[src/rtl/om_otf_convert.sv]
// On-the-fly conversion of an MSD-first borrow-save digit stream into a two's-complement fraction.
// Build option: define OM_OTF_ABORT_EN so that start during collection restarts the conversion.
module om_otf_convert #(
  parameter int NDIG = 8
) (
  input  logic          clk,
  input  logic          nReset,
  input  logic          start,
  input  logic          d_valid,
  input  logic [1:0]    d_dig,
  output logic          d_ready,
  output logic [NDIG:0] z,
  output logic          z_valid,
  input  logic          out_ready,
  output logic          busy
);
  localparam int            CW       = (NDIG > 1) ? $clog2(NDIG) : 1;
  localparam logic [CW-1:0] CNT_LAST = CW'(NDIG - 1);

  typedef enum logic [1:0] {
    IDLE    = 2'd0,
    COLLECT = 2'd1,
    DONE    = 2'd2
  } state_t;

  state_t        state_q;
  logic [NDIG:0] q_q, qm_q;
  logic [NDIG:0] q_d, qm_d;
  logic [CW-1:0] cnt_q;
  logic [NDIG:0] z_q;
  logic          z_valid_q, busy_q, rdy_q;
  logic          abort, accept;

`ifdef OM_OTF_ABORT_EN
  assign abort = (state_q == COLLECT) && start;
`else
  assign abort = 1'b0;
`endif

  assign d_ready = rdy_q && !abort;
  assign accept  = d_ready && d_valid;
  assign z       = z_q;
  assign z_valid = z_valid_q;
  assign busy    = busy_q;

  // Q holds the converted prefix, QM = Q-1, so every digit value is a pure shift-in.
  always_comb begin
    q_d  = {q_q[NDIG-1:0], 1'b0};
    qm_d = {qm_q[NDIG-1:0], 1'b1};
    case (d_dig)
      2'b10: begin
        q_d  = {q_q[NDIG-1:0], 1'b1};
        qm_d = {q_q[NDIG-1:0], 1'b0};
      end
      2'b01: begin
        q_d  = {qm_q[NDIG-1:0], 1'b1};
        qm_d = {qm_q[NDIG-1:0], 1'b0};
      end
      default: ;
    endcase
  end

  always_ff @(posedge clk or negedge nReset) begin
    if (!nReset) begin
      state_q   <= IDLE;
      q_q       <= '0;
      qm_q      <= '1;
      cnt_q     <= '0;
      z_q       <= '0;
      z_valid_q <= 1'b0;
      busy_q    <= 1'b0;
      rdy_q     <= 1'b0;
    end else begin
      case (state_q)
        IDLE: begin
          if (start) begin
            state_q <= COLLECT;
            q_q     <= '0;
            qm_q    <= '1;
            cnt_q   <= '0;
            busy_q  <= 1'b1;
            rdy_q   <= 1'b1;
          end
        end
        COLLECT: begin
          if (abort) begin
            q_q   <= '0;
            qm_q  <= '1;
            cnt_q <= '0;
          end else if (accept) begin
            q_q  <= q_d;
            qm_q <= qm_d;
            if (cnt_q == CNT_LAST) begin
              state_q   <= DONE;
              busy_q    <= 1'b0;
              rdy_q     <= 1'b0;
              z_valid_q <= 1'b1;
              z_q       <= q_d;
            end else begin
              cnt_q <= cnt_q + CW'(1);
            end
          end
        end
        DONE: begin
          if (out_ready) begin
            state_q   <= IDLE;
            z_valid_q <= 1'b0;
            z_q       <= '0;
          end
        end
        default: begin
          state_q   <= IDLE;
          z_valid_q <= 1'b0;
          z_q       <= '0;
          busy_q    <= 1'b0;
          rdy_q     <= 1'b0;
        end
      endcase
    end
  end

endmodule
[config.mk]
export PLATFORM = sky130hd
export DESIGN_NAME = om_otf_convert
export DESIGN_NICKNAME = d
export VERILOG_FILES = /design/src/rtl/om_otf_convert.sv
export SDC_FILE = /design/constraint.sdc
export NUM_CORES = 1
export LEC_CHECK = 0
export CAP_MARGIN = 15
export CORE_MARGIN = 2
export CORE_UTILIZATION = 55
export DETAILED_ROUTE_END_ITERATION = 10
export PLACE_DENSITY_LB_ADDON = 0.05
export SETUP_SLACK_MARGIN = 0.5
export SYNTH_ARGS = -nofsm -noshare
export SYNTH_HDL_FRONTEND = slang
export SYNTH_SLANG_ARGS = --single-unit
[constraint.sdc]
create_clock -name clk -period 3.5 [get_ports clk]
set_clock_uncertainty 0.2 [all_clocks]
set_input_delay 0.525 -clock clk [delete_from_list [all_inputs] [get_ports clk]]
set_output_delay 0.525 -clock clk [all_outputs]
set_load 0.03 [all_outputs]
==> flow_metrics.py <==
metrics = {
    "global_routing": {
        "grt_pass1_wl_um": 5510,
        "grt_use_total": 0.217,
        "antenna_found_initial": 0,
        "overflow": 0,
        "grt_pass1_vias": 1174,
        "grt_max_degree": 33,
    },
    "floorplan": {
        "num_rows": 19,
        "start_util": 0.579,
        "core_um2": 2780,
        "dieArea_um2": 3380,
        "die_h_um": 58.1,
        "die-width_um": 58.1,
        "io_pins": 19,
    },
    "pwr": {
        "clkPwrFrac": 0.138,
        "leakage_nw": 0.815,
        "p_int_uw": 987,
        "p_sw_frac": 0.386,
        "p_per_area_nw_per_um2": 873,
        "pwr-share-comb": 0.437,
        "ir_worst_vdd_uv": 631,
        "p_switching_uw": 621,
        "seq_power_share": 0.425,
    },
    "synth": {
        "ys.flop_type": "dfrtp_1",
        "synthDistinctLibCells": 40,
        "ys_warn_count": 0,
        "netlist_instances": 147,
        "ys_seq_area_frac": 0.503,
        "synth-compound-area-share": 0.196,
        "synth_top_family_by_area": "compound AO/OA/AOI/OAI gates",
        "postSynthAreaPerCell_um2": 11.0,
        "synth_edf_count": 0,
        "async_flop_share": 1.00,
        "muxShareOfSynthArea": 0.0699,
        "synth_simple_gate_area_frac": 0.144,
        "synth_nets": 158,
        "ys_ff_latch": 32,
        "synth_area_um2": 1610,
        "synthAdderAreaFrac": 0.0311,
        "synth_xor_area_frac": 0,
    },
    "clock_network": {
        "path_clk_slew_ns": 0.09,
        "ctsHoldBuffers": 0,
        "clock_latency_ns": 0.34,
        "htreeDepth": 2,
        "root_buffer": "clkbuf_4",
        "clock_sinks": 32,
        "clk_path_buf_depth": 2,
        "cts_setup_buffers": 0,
        "numCtsBuffers": 5,
        "cts.repair.resized": 0,
        "cts_tree": "yes",
    },
    "sta": {
        "fmax_mhz": 416,
        "finalSetupViolations": 0,
        "fin_crit_sh": 0.687,
        "slew_violations": 0,
        "worst_slew_pin_slew_ns": 0.572,
        "rsz0062_at_grt": "no",
        "hold_viol_final": 0,
        "tns_ns": 0,
        "slew-limit-headroom": 0.619,
        "finalCriticalPeriod_ns": 2.40,
    },
    "detailed_routing": {
        "vias_per_cell": 6.28,
        "avgRoutedWirePerCell_um": 16.9,
        "ant_nets": 0,
        "drt_iter0_markers": 25,
        "wl_um": 3310,
        "vias": 1225,
        "drc": 0,
        "drtPass1Iterations": 4,
    },
    "worst_setup_path": {
        "path_max_fanout": 22,
        "endpoint_kind": "flop",
        "startpoint_type": "input pin",
        "arrival_ns": 2.43,
        "criticalPathCategory": "in -> reg",
        "required_ns": 3.52,
    },
    "flow_run": {
        "cap_violations": 0,
    },
    "layout": {
        "mostFrequentLayoutCells": "dfrtp_1 (24), clkdlybuf4s50_1 (18), mux2_2 (10)",
        "final_nets": 174,
        "final_common_cell": "dfrtp_1",
        "n_fill_cell": 234,
        "antenna_cells": 0,
        "post-route-util": 0.663,
        "area_growth_pct": 14.4,
        "drive_gt1_frac": 0.183,
    },
    "hold_path": {
        "hold_class": "reg -> reg",
    },
    "outcome": {
        "status": "completed",
    },
    "placed_design": {
        "io_buffers": 18,
        "dp_hpwl_um": 2280,
        "gp_congestion": 0.758,
    },
}
[layer usage]
layer	up-vias	share of wire	global-route usage
li1	584	-	-
met2	35	0.47	0.333
met4	0	0.016	0.0897
met3	7	0.054	0.0536
met5	-	0	0
met1	599	0.46	0.297
[metrics by stage]
| stage | hold WS (ns) | instances | worst slack, ns | power [mW] | instance area (um^2) |
|---|---|---|---|---|---|
| floorplan | 0.0294 | 147 | 1.53 | 1.18 | 1610 |
| global placement | 0.270 | 187 | 0.806 | 1.36 | 1780 |
| detailed placement | 0.275 | 187 | 0.760 | 1.40 | 1780 |
| CTS | 0.291 | 195 | 1.06 | 1.62 | 1840 |
| global route | 0.302 | 195 | 0.899 | 1.71 | 1840 |
| finish | 0.291 | 195 | 1.10 | 1.61 | 1840 |
[cells in the mapped netlist (2+ instances only)]
| master | count | area [um^2] |
|---|---|---|
| mux2_2 | 10 | 113 |
| dfrtp_1 | 24 | 601 |
| nor4_1 | 2 | 12.5 |
| and3_1 | 3 | 18.8 |
| nand3b_1 | 4 | 30.0 |
| a22oi_1 | 4 | 30.0 |
| ha_1 | 4 | 50.1 |
| buf_6 | 2 | 22.5 |
| dfstp_2 | 8 | 210 |
| nor2b_1 | 5 | 31.3 |
| nand2_1 | 2 | 7.51 |
| or2_2 | 2 | 12.5 |
| nand3_1 | 9 | 45.0 |
| a22o_1 | 3 | 26.3 |
| a2bb2oi_1 | 3 | 26.3 |
| o21ai_0 | 7 | 35.0 |
| clkbuf_1 | 7 | 26.3 |
| a21oi_1 | 5 | 25.0 |
| nor2_1 | 2 | 7.51 |
| o31ai_1 | 7 | 52.6 |
| inv_1 | 8 | 30.0 |
| a41oi_1 | 2 | 17.5 |
| a221oi_1 | 4 | 35.0 |
| nor3_1 | 4 | 20.0 |
[flip-flops by register name (all words and copies together) (netlist names)]
signal and cells:
d_ready 1, cnt_q 3, q_q 8, qm_q 8, z_valid 1, z 9
state_q 2
[power by group through the flow]
stage | clock (mW) | combinational, mW | sequential, mW
after global routing | 0.236 | 0.770 | 0.705
final | 0.223 | 0.703 | 0.684
after floorplan | 0 | 0.426 | 0.751
after detailed placement | 0 | 0.706 | 0.690
after CTS | 0.225 | 0.708 | 0.683
after global placement | 0 | 0.688 | 0.677
[worst max-delay path, stage by stage]
cell and delay [ns]:
clkdlybuf4s50_1 0.48, inv_1 0.05, ha_1 0.52, or2_2 0.41
a22o_1 0.18, a32o_1 0.25
[area by class of cell]
type / count / area (um^2) / share of cell area
Clock buffer: 8 / 58.8 / 0.0319
Inverter: 8 / 30.0 / 0.0163
Tap cell: 31 / 38.8 / 0.0210
Multi-Input combinational cell: 96 / 709 / 0.385
Sequential cell: 32 / 811 / 0.440
Timing Repair Buffer: 20 / 195 / 0.106
[cells by family after synthesis]
kind of cell             Yosys count
adder cells (fa/ha/maj)            4
flip-flops                        32
buffers and inverters             19
AND/OR/NAND/NOR                   39
AO/OA/AOI/OAI                     43
multiplexers                      10
[final timing paths]
check                                           end                  from  cells past startpoint  slack (ns)
min in group asynchronous        q_q[5]$_DFFE_PN0P_                nReset                      2        0.37
worst max register to register     z[3]$_DFFE_PN0P_  cnt_q[0]$_DFFE_PN0P_                      5        1.10
worst max-delay path               z[8]$_DFFE_PN0P_              d_dig[0]                      6        1.10
max in group asynchronous       qm_q[2]$_DFFE_PN1P_                nReset                      2        2.39
worst min-delay path            qm_q[4]$_DFFE_PN1P_   qm_q[4]$_DFFE_PN1P_                      2        0.29
worst min register to register  qm_q[4]$_DFFE_PN1P_   qm_q[4]$_DFFE_PN1P_                      2        0.29
Note: power is estimated with default switching activity, not from simulation.
